`src/rtl/flag_unit_pkg.sv`:
```
// Shared definitions for the flag register: flag bit positions, the packed
// flag word and the condition codes evaluated by the condition-check logic.
package flag_unit_pkg;

    // Bit positions inside FlagA = {Z, N} and FlagB = {C, V}
    localparam int FLAG_Z = 1;
    localparam int FLAG_N = 0;
    localparam int FLAG_C = 1;
    localparam int FLAG_V = 0;

    // Full flag word, laid out as {Z, N, C, V} so [3:2] is FlagA and [1:0] is FlagB
    typedef logic [3:0] flagWord_t;

    // Condition codes
    localparam logic [3:0] COND_EQ = 4'b0000;
    localparam logic [3:0] COND_NE = 4'b0001;
    localparam logic [3:0] COND_GE = 4'b1010;
    localparam logic [3:0] COND_LT = 4'b1011;
    localparam logic [3:0] COND_GT = 4'b1100;
    localparam logic [3:0] COND_LE = 4'b1101;
    localparam logic [3:0] COND_AL = 4'b1110;

    // Evaluate a condition code against the architectural flag buses
    function automatic logic condPass(input logic [3:0] cond,
                                      input logic [1:0] flagA,
                                      input logic [1:0] flagB);
        logic z;
        logic n;
        logic v;
        z = flagA[FLAG_Z];
        n = flagA[FLAG_N];
        v = flagB[FLAG_V];
        case (cond)
            COND_EQ: condPass = z;
            COND_NE: condPass = !z;
            COND_GE: condPass = (n == v);
            COND_LT: condPass = (n != v);
            COND_GT: condPass = !z && (n == v);
            COND_LE: condPass = z || (n != v);
            COND_AL: condPass = 1'b1;
            default: condPass = 1'b0;
        endcase
    endfunction

endpackage

```
`src/rtl/flag_unit_gen.sv`:
```
// Combinational derivation of Z/N/C/V from the raw ALU outputs.
module flag_gen
    import flag_unit_pkg::*;
#(
    parameter int WIDTH = 16
) (
    input  logic [WIDTH-1:0] aluResult,
    input  logic             aluCarry,
    input  logic             aluOverflow,
    output logic [3:0]       flagWord
);

    logic signed [WIDTH-1:0] resultS;

    // Treat the result as two's complement: N is its sign, Z its all-zero test
    always_comb begin
        resultS  = aluResult;
        flagWord = '0;
        flagWord[2 + FLAG_Z] = (resultS == '0);
        flagWord[2 + FLAG_N] = (resultS < 0);
        flagWord[FLAG_C]     = aluCarry;
        flagWord[FLAG_V]     = aluOverflow;
    end

endmodule

```
`src/rtl/flag_unit.sv`:
```
// Architectural flag register with a two-stage update pipeline (capture in
// E, commit in W) and a one-entry shadow for interrupt save/restore.
module flag_unit
    import flag_unit_pkg::*;
#(
    parameter int WIDTH = 16
) (
    input  logic             clk,
    input  logic             rst_n,
    input  logic             alu_valid,
    input  logic [WIDTH-1:0] alu_result,
    input  logic             alu_carry,
    input  logic             alu_overflow,
    input  logic             set_flags,
    input  logic             cond_ex,
    input  logic             flush,
    input  logic             save_req,
    input  logic             restore_req,
    output logic [1:0]       FlagA,
    output logic [1:0]       FlagB,
    output logic             flags_pending
);

    logic [3:0] genFlags;
    flagWord_t  flags_p1;
    logic       vld_p1;
    flagWord_t  archFlags_p2;
    flagWord_t  shadowFlags;
    logic       captureReq;
    logic       commit;

    flag_gen #(
        .WIDTH(WIDTH)
    ) uFlagGen (
        .aluResult  (alu_result),
        .aluCarry   (alu_carry),
        .aluOverflow(alu_overflow),
        .flagWord   (genFlags)
    );

    // Restore beats flush beats capture/commit; either one kills both stages
    always_comb begin
        captureReq = alu_valid && set_flags && cond_ex && !flush && !restore_req;
        commit     = vld_p1 && !flush && !restore_req;
    end

    // ---- Stage E: capture derived flags (data needs no reset, vld_p1 guards it)
    always_ff @(posedge clk) begin
        flags_p1 <= genFlags;
    end

    // Stage E valid bit, which is also the exported pending indication
    always_ff @(posedge clk) begin
        if (!rst_n) begin
            vld_p1 <= 1'b0;
        end else begin
            vld_p1 <= captureReq;
        end
    end

    // ---- Stage W: architectural flags and shadow; save reads the pre-commit value
    always_ff @(posedge clk) begin
        if (!rst_n) begin
            archFlags_p2 <= '0;
            shadowFlags  <= '0;
        end else begin
            if (restore_req) begin
                archFlags_p2 <= shadowFlags;
            end else if (commit) begin
                archFlags_p2 <= flags_p1;
            end
            if (save_req) begin
                shadowFlags <= archFlags_p2;
            end
        end
    end

    assign FlagA         = archFlags_p2[3:2];
    assign FlagB         = archFlags_p2[1:0];
    assign flags_pending = vld_p1;

endmodule

```
`config.mk`:
```
export PLATFORM = sky130hd
export DESIGN_NAME = flag_unit
export DESIGN_NICKNAME = d
export VERILOG_FILES = /design/src/rtl/flag_unit_pkg.sv /design/src/rtl/flag_unit_gen.sv /design/src/rtl/flag_unit.sv
export SDC_FILE = /design/constraint.sdc
export NUM_CORES = 1
export LEC_CHECK = 0
export ABC_AREA = 1
export BUFFER_PORTS_ARGS = -buffer_cell sky130_fd_sc_hd__buf_2
export CAP_MARGIN = 10
export CORE_MARGIN = 8
export CORE_UTILIZATION = 41
export CTS_BUF_LIST = sky130_fd_sc_hd__clkbuf_8 sky130_fd_sc_hd__clkbuf_16
export DETAILED_ROUTE_END_ITERATION = 10
export GPL_ROUTABILITY_DRIVEN = 0
export GPL_TIMING_DRIVEN = 0
export HOLD_SLACK_MARGIN = 0.15
export PLACE_DENSITY = 0.87
export SLEW_MARGIN = 20
export SYNTH_ARGS = -nofsm -noshare
export SYNTH_HDL_FRONTEND = slang
export SYNTH_SLANG_ARGS = --single-unit
```
`constraint.sdc`:
```
create_clock -name clk -period 1 [get_ports clk]
set_input_delay 0.2 -clock clk [delete_from_list [all_inputs] [get_ports clk]]
set_output_delay 0.2 -clock clk [all_outputs]
set_load 0.02 [all_outputs]
```
==> results of run 1 <==
[area by class of cell]
class                           count  area [sq um]  area share
Buffer                              1          5.00     0.00617
Clock buffer                        3          41.3      0.0509
Clock inverter                      1          3.75     0.00463
Inverter                           18          67.6      0.0833
Multi-Input combinational cell     55           229       0.282
Sequential cell                    13           260       0.321
Tap cell                           15          18.8      0.0231
Timing Repair Buffer               33           185       0.228
[path summary, 6_finish.rpt]
| kind | startpoint | endpoint |
|---|---|---|
| worst min-delay path | set_flags | flags_pending |
| worst min register to register | archFlags_p2[3] | shadowFlags[3] |
| worst max register to register | flags_pending | archFlags_p2[1] |
| worst max-delay path | flags_pending | flags_pending |
[sequential cells by signal, summed over array words and instances, names as in the netlist]
register / flops
shadowFlags: 4
flags_p1: 4
archFlags_p2: 4
flags_pending: 1
[Yosys cell counts]
| library cell | number | share of area |
|---|---|---|
| nor2_1 | 14 | 0.094 |
| buf_2 | 1 | 0.0089 |
| o21ai_0 | 4 | 0.036 |
| inv_1 | 17 | 0.11 |
| nor3_1 | 1 | 0.0089 |
| inv_2 | 1 | 0.0067 |
| dfxtp_1 | 13 | 0.46 |
| and2_1 | 1 | 0.011 |
| nand3_1 | 4 | 0.036 |
| nand2_1 | 25 | 0.17 |
| nand4_1 | 1 | 0.011 |
| a21oi_1 | 5 | 0.045 |
[power breakdown]
group          internal, W  leakage (nW)  total [W]  switching [W]
Sequential        0.000547         0.108   0.000558      0.0000112
Clock             0.000270        0.0269   0.000442       0.000172
Combinational    0.0000838         0.333   0.000177      0.0000927
Total             0.000901         0.467    0.00118       0.000276
[kinds of logic (layout without fill, tap and decap cells)]
kind of cell	after synthesis	count (layout)	share of synthesized area
buf+inv	19	56	0.129
compound gates	9	9	0.0802
flops	13	13	0.463
simple gates	46	46	0.327
[per-layer routing]
metal  wire length, um  GRT usage  part of all wire  vias to the layer above
met2               625      0.178              0.44                       36
li1                  -          -                 -                      332
met1               582      0.116              0.41                      272
met5                 0          0                 0                        -
met3               160     0.0504              0.11                        4
met4                39     0.0905             0.028                        0
[metrics by stage]
stage	power [W]	cells
3_3_place_gp	0.000724	131
2_1_floorplan	0.000654	87
6_report	0.00118	139
4_1_cts	0.00119	139
3_5_place_dp	0.000734	131
5_1_grt	0.00124	139
==> impl_metrics.tcl, run 1 <==
set metrics [dict create \
    worst_setup_path_start_kind "register" \
    nets 151 \
    r2r_slack_ps 110 \
    period_needed_ps 959 \
    synth_seq_cells 13 \
    syn_area_sq_um 562 \
    rsz0062_at_grt "false" \
    die_y_um 53.0 \
    fillers 127 \
    yosysUniqueCellTypes 12 \
    cts_hold_buf 4 \
    hpwlAfterDp_um 1130 \
    post_cts_resized 0 \
    holdPathStages 3 \
    tightestPinTransition_ps 363 \
    reg2regPathDepth 3 \
    final_antenna_net_count 0 \
    min_period_over_period 0.959 \
    crit_path_top_delay_cell "dfxtp_1" \
    syn_area_per_cell_sq_um 6.46 \
    yosys_warnings 0 \
    ios 31 \
    grt.total_usage 0.114 \
    gr-total-overflow 0 \
    powerDensity_nw_per_um2 1450 \
    most-common-layout-cells "buf_2 (30), nand2_1 (25), inv_1 (18)" \
    wl_per_cell_um 10.1 \
    cts_buffers 3 \
    synthToLayoutAreaGrowth_pct 44.3 \
    synthCells 87 \
    grt_pass1_vias 634 \
    max_stage_delay_ps 350 \
    clkTransAtPathRegs_ps 50 \
    start_util 0.437 \
    max-cap-violations 0 \
    first_pass_iters 4 \
    drc 0 \
    clock-root-buffer "clkbuf_8" \
    core-area_sq_um 1280 \
    vias 644 \
    setup_viol 0 \
    crit_fanout 3 \
    die_w_um 53.0 \
    mostFrequentLayoutCell "buf_2" \
    drt_iter0_markers 15 \
    hold_path.class "input pin to register" \
    placed_area_sq_um 726 \
    crit_cells 1 \
    grt_max_degree 10 \
    fin_worst_skew_ps 1.47 \
    clockBufferDepth 2 \
    arrival_ps 760 \
    dp_slack_ps 97.2 \
    post_cts_buffers 0 \
    setup_slack_ps 41.1 \
    fin_tns_setup_ps 0 \
    postLayoutCellArea_sq_um 811 \
    cp_cell_sequence "buf_2" \
    clock_sinks 13 \
    ir_drop_uv 639 \
    crit_buf_inv 1 \
    hold_ws_ps 204 \
    final-hold-violation-count 0 \
    leakage_nw 0.467 \
    required_ps 800 \
    slew_headroom 0.758 \
    htree_levels 1 \
    rows 13 \
    clkLatencyLatePin_ps 240 \
    critPathKind "register to output pin" \
    fmax_mhz 1040 \
    syn-num-nets 113 \
    grt_first_pass_wirelength_um 2410 \
    endpoint_kind "output pin" \
    cp_top_family "flip-flops" \
    wirelength_um 1410 \
    insertedDiodeCount 0 \
    antenna_found_initial 0 \
    port_buffers 29 \
    status "complete, no violations" \
    drive_above_1_share 0.274 \
    die_area_sq_um 2810 \
    drv_slew 0 \
    vias_per_cell 4.63 \
    cts_tree "built" \
    final_util 0.631 \
    synth-seq-area-share 0.463 \
]
(Power assumes the default switching activity.)
==> run 2: changes to the inputs <==
Settings changed: CORE_UTILIZATION 41 to 42, SETUP_SLACK_MARGIN set to 0.4, SYNTH_HIERARCHICAL set to 1.
Clock period 1 ns to 1.05 ns, I/O delays scaled along.
==> run 2 against run 1 <==
  * Clock power fell by 4.5%
  * Critical endpoint unchanged
  * Utilization rose by 5.2 points
  * First-iteration DRC count rose by 20%
  * Cell area rose by 9.6%
  * Die area rose by 1.4%
  * Largest cell class unchanged
  * Largest power group unchanged
==> impl_metrics.tcl, run 2 <==
set metrics [dict create \
    powerDensity_nw_per_um2 1300 \
    max-cap-violations 0 \
    fin_total_pwr_w 0.00116 \
    synth_seq_cells 13 \
    synth_common_cells "nand2_1 (26), inv_1 (17), nor2_1 (15)" \
    nets 152 \
    crit_cells 1 \
    ios 31 \
    first_pass_iters 4 \
    top_regs "archFlags_p2 x4, flags_p1 x4, shadowFlags x4" \
    cp_top_family "flip-flops" \
    arrival_ps 700 \
    final_antenna_net_count 0 \
    synthCells 91 \
    syn_area_sq_um 587 \
    cts_buffers 3 \
    worstReg2RegEnd "archFlags_p2[1]" \
    rsz0062_at_grt "true" \
    startpoint "flags_pending" \
    synth_area_leaders "dfxtp_1 (44%), nand2_1 (17%), inv_1 (11%), nor2_1 (9.6%), a21oi_1 (4.3%)" \
    setup_viol 0 \
    period_needed_ps 915 \
    crit_path_top_delay_cell "dfxtp_4" \
    fin_worst_skew_ps 3.72 \
    status "complete, no violations" \
    cp_cell_sequence "buf_6" \
    drt_iter0_markers 18 \
    antenna_found_initial 0 \
    leakage_nw 0.497 \
    hold_ws_ps 75.0 \
    gr-total-overflow 0 \
    grt_max_degree 10 \
    yosysTopAreaCellShare 0.443 \
    dp_slack_ps 176 \
    clkLatencyLatePin_ps 240 \
    worst_setup_path_start_kind "register" \
    drc 0 \
    r2r_slack_ps 170 \
    grt_pass1_vias 607 \
    slew_headroom 0.869 \
    vias 632 \
    endpoint_kind "output pin" \
    start_util 0.451 \
    die_area_sq_um 2850 \
    syn_area_per_cell_sq_um 6.45 \
    rr_startpoint "flags_pending" \
    core-area_sq_um 1300 \
    min_period_over_period 0.871 \
    clockBufferDepth 2 \
    htree_levels 1 \
    critPathKind "register to output pin" \
    die_y_um 53.4 \
    ir_drop_uv 601 \
    synthFlopType "dfxtp_1" \
    synth_async_sr_flop_share 0 \
    mostFrequentLayoutCell "nand2_1" \
    rows 13 \
    yosys_warnings 6 \
    clock_sinks 13 \
    fmax_mhz 1090 \
    crit_buf_inv 1 \
    yosysMostFrequentCell "nand2_1" \
    wl_per_cell_um 10.4 \
    die_w_um 53.4 \
    drive_above_1_share 0.392 \
    max_stage_delay_ps 340 \
    fin_tns_setup_ps 0 \
    synthToLayoutAreaGrowth_pct 51.4 \
    worstSetupEndpoint "flags_pending" \
    syn-num-nets 117 \
    grt_first_pass_wirelength_um 2370 \
    insertedDiodeCount 0 \
    setup_slack_ps 135 \
    grt.total_usage 0.111 \
    clkTransAtPathRegs_ps 50 \
    drv_slew 0 \
    cts_tree "built" \
    most-common-layout-cells "nand2_1 (25), buf_2 (23), inv_1 (16)" \
    yosysUniqueCellTypes 12 \
    wirelength_um 1460 \
    vias_per_cell 4.51 \
    clock-root-buffer "clkbuf_8" \
    tightestPinTransition_ps 197 \
    final-hold-violation-count 0 \
    required_ps 840 \
    hold_path.class "input pin to register" \
    synth_edf_count 0 \
    crit_fanout 2 \
    synth-seq-area-share 0.443 \
    port_buffers 27 \
    synth_top_area_cell "dfxtp_1" \
    reg2regPathDepth 4 \
]
run 2: cell count changes in the layout (fill, tap and decap cells not counted), moves of 4 or more:
cell,delta
buf_2,-7
buf_6,+8
dfxtp_1,-5
dfxtp_2,+4
dlygate4sd3_1,-4
o21ai_0,-4
o21ai_1,+4
run 2: cell families (layout without fill, tap and decap cells):
family	after synthesis	count (layout)	share of synthesized area
compound gates	9	9	0.0768
buf+inv	22	56	0.162
flops	13	13	0.443
simple gates	47	47	0.318
run 2: worst min path at each step:
stage / from / to / slack, ps / cells after the start
after floorplan: save_req / shadowFlags[1] / 300 / 1
after global routing: alu_overflow / flags_p1[0] / 60 / 1
after CTS: alu_overflow / flags_p1[0] / 70 / 1
after detailed placement: alu_overflow / flags_p1[0] / 320 / 1
final: alu_overflow / flags_p1[0] / 70 / 1
after global placement: alu_overflow / flags_p1[0] / 310 / 1
run 2: layout make-up:
class | count | area [sq um]
fill | 103 | 413
clock buffer | 3 | 41.3
tap | 15 | 18.8
sequential | 13 | 269
buffer | 4 | 27.5
inverter | 18 | 70.1
clock inverter | 1 | 3.75
multi-input combinational | 56 | 258
timing repair buffer | 30 | 200
run 2: what timing repair did:
| item | CTS | global route |
|---|---|---|
| setup endpoints to repair | 9 | 12 |
| hold endpoints to repair | 2 | 2 |
| resized for setup | 10 | 8 |
| pin swaps | 0 | 4 |
| buffers inserted | 3 | 0 |
| gates cloned | 0 | 0 |
run 2: report_power, final:
part	leakage, nW	internal, W	switching, W
Clock	0.0269	0.000257	0.000165
Sequential	0.110	0.000521	0.0000143
Combinational	0.360	0.000100	0.0000975
Total	0.497	0.000878	0.000277
run 2: per-layer routing:
| layer | up-vias | GRT usage | wire (um) |
|---|---|---|---|
| met5 | - | 0 | 0 |
| met2 | 32 | 0.191 | 669 |
| li1 | 335 | - | - |
| met1 | 263 | 0.112 | 599 |
| met3 | 2 | 0.0392 | 177 |
| met4 | 0 | 0.0630 | 14 |
run 2: per-stage QoR:
step            util  instances  area, sq um
6_report       0.683        140          888
2_1_floorplan      -         91          614
3_3_place_gp   0.590        133          768
5_1_grt        0.683        140          888
3_5_place_dp   0.590        133          768
4_1_cts        0.666        140          867
==> run 3: changes to the inputs <==
Settings changed: CORE_MARGIN 8 to 5, MAX_ROUTING_LAYER set to met4, PLACE_DENSITY 0.87 to 0.75.
==> run 3 against run 2 <==
  * Non-clock buffer count down 1
  * Largest cell class unchanged
  * Sequential cell count stayed put
  * Critical path depth is the same
==> impl_metrics.tcl, run 3 (synthesis gave the netlist of run 2 again) <==
set metrics [dict create \
    status "complete, no violations" \
    most-common-layout-cells "nand2_1 (25), buf_2 (23), inv_1 (17)" \
    drc 0 \
    dp.cells 133 \
    antenna_found_initial 0 \
    vias_per_cell 4.48 \
    port_buffers 27 \
    required_ps 840 \
    die_y_um 47.4 \
    hold_path.class "input pin to register" \
    final-instance-count-excl-fill 139 \
    slew_headroom 0.875 \
    die_area_sq_um 2240 \
    clock-root-buffer "clkbuf_8" \
    fin_tns_setup_ps 0 \
    core-area_sq_um 1320 \
    crit_path_top_delay_cell "dfxtp_4" \
    setup_viol 0 \
    fmax_mhz 1090 \
    start_util 0.445 \
    tightestPinTransition_ps 187 \
    min_period_over_period 0.875 \
    clock_sinks 13 \
    grt.total_usage 0.142 \
    hold_ws_ps 68.9 \
    max-cap-violations 0 \
    vias 623 \
    drive_above_1_share 0.419 \
    powerDensity_nw_per_um2 1300 \
    period_needed_ps 918 \
    endpoint_kind "output pin" \
    postLayoutCellArea_sq_um 888 \
    arrival_ps 710 \
    die_w_um 47.4 \
    cts_tree "built" \
    first_pass_iters 5 \
    synthToLayoutAreaGrowth_pct 51.4 \
    critPathKind "register to output pin" \
    worst_setup_path_start_kind "register" \
    leakage_nw 0.493 \
    crit_buf_inv 1 \
    top_regs "archFlags_p2 x4, flags_p1 x4, shadowFlags x4" \
    fin_worst_skew_ps 3.05 \
    clkLatencyLatePin_ps 240 \
    wl_per_cell_um 9.49 \
    mostFrequentLayoutCell "nand2_1" \
    final_antenna_net_count 0 \
    rows 13 \
    placed_area_sq_um 768 \
    clkTransAtPathRegs_ps 50 \
    grt_max_degree 10 \
    insertedDiodeCount 0 \
    final-hold-violation-count 0 \
    drt_iter0_markers 6 \
    grt_pass1_vias 542 \
    gr-total-overflow 0 \
    ios 31 \
    grt_first_pass_wirelength_um 2070 \
    drv_slew 0 \
    fillers 120 \
    max_stage_delay_ps 340 \
    clockBufferDepth 2 \
    cp_top_family "flip-flops" \
    htree_levels 1 \
    rsz0062_at_grt "true" \
    crit_fanout 2 \
    hpwlAfterDp_um 999 \
    final_util 0.674 \
    cp_cell_sequence "buf_6" \
    cts_buffers 3 \
    nets 151 \
    wirelength_um 1320 \
    ir_drop_uv 744 \
]
## run 3: worst paths after layout
check / from / to / slack, ps / cells past startpoint
setup / recovery: flags_pending / flags_pending / 130 / 1
hold reg to reg: archFlags_p2[0] / shadowFlags[0] / 490 / 2
setup reg to reg: flags_pending / archFlags_p2[2] / 180 / 4
hold / removal: alu_overflow / flags_p1[0] / 70 / 1
## run 3: cell type report
cell class	count	area (sq um)	area share
buffer	4	27.5	0.0310
clock buffer	3	41.3	0.0465
clock inverter	1	3.75	0.00423
inverter	18	67.6	0.0761
multi-input combinational	56	270	0.304
sequential	13	270	0.304
tap	15	18.8	0.0211
timing repair buffer	29	189	0.213
## run 3: repair_timing
action,in CTS,in global routing
pin swaps,0,4
setup buffers,2,0
hold endpoints to repair,2,2
endpoints found under the setup margin,9,12
resized for setup,10,10
## run 3: through the flow
stage	power [W]	setup WS (ps)
after floorplan	0.000637	354
after global placement	0.000703	189
after detailed placement	0.000708	180
after CTS	0.00115	134
after global routing	0.00123	107
final	0.00116	132
## run 3: power by group
part / leakage (nW) / internal, W / switching, W
clock: 0.0269 / 0.000258 / 0.000170
sequential: 0.110 / 0.000521 / 0.0000141
combinational: 0.356 / 0.0000972 / 0.0000962
## run 3: routing by layer
metal | routed length [um] | part of all wire | global-route usage
met3 | 127 | 0.096 | 0.0345
met4 | 44 | 0.033 | 0.0994
met1 | 536 | 0.41 | 0.142
met2 | 611 | 0.46 | 0.238
met5 | 0 | 0 | -
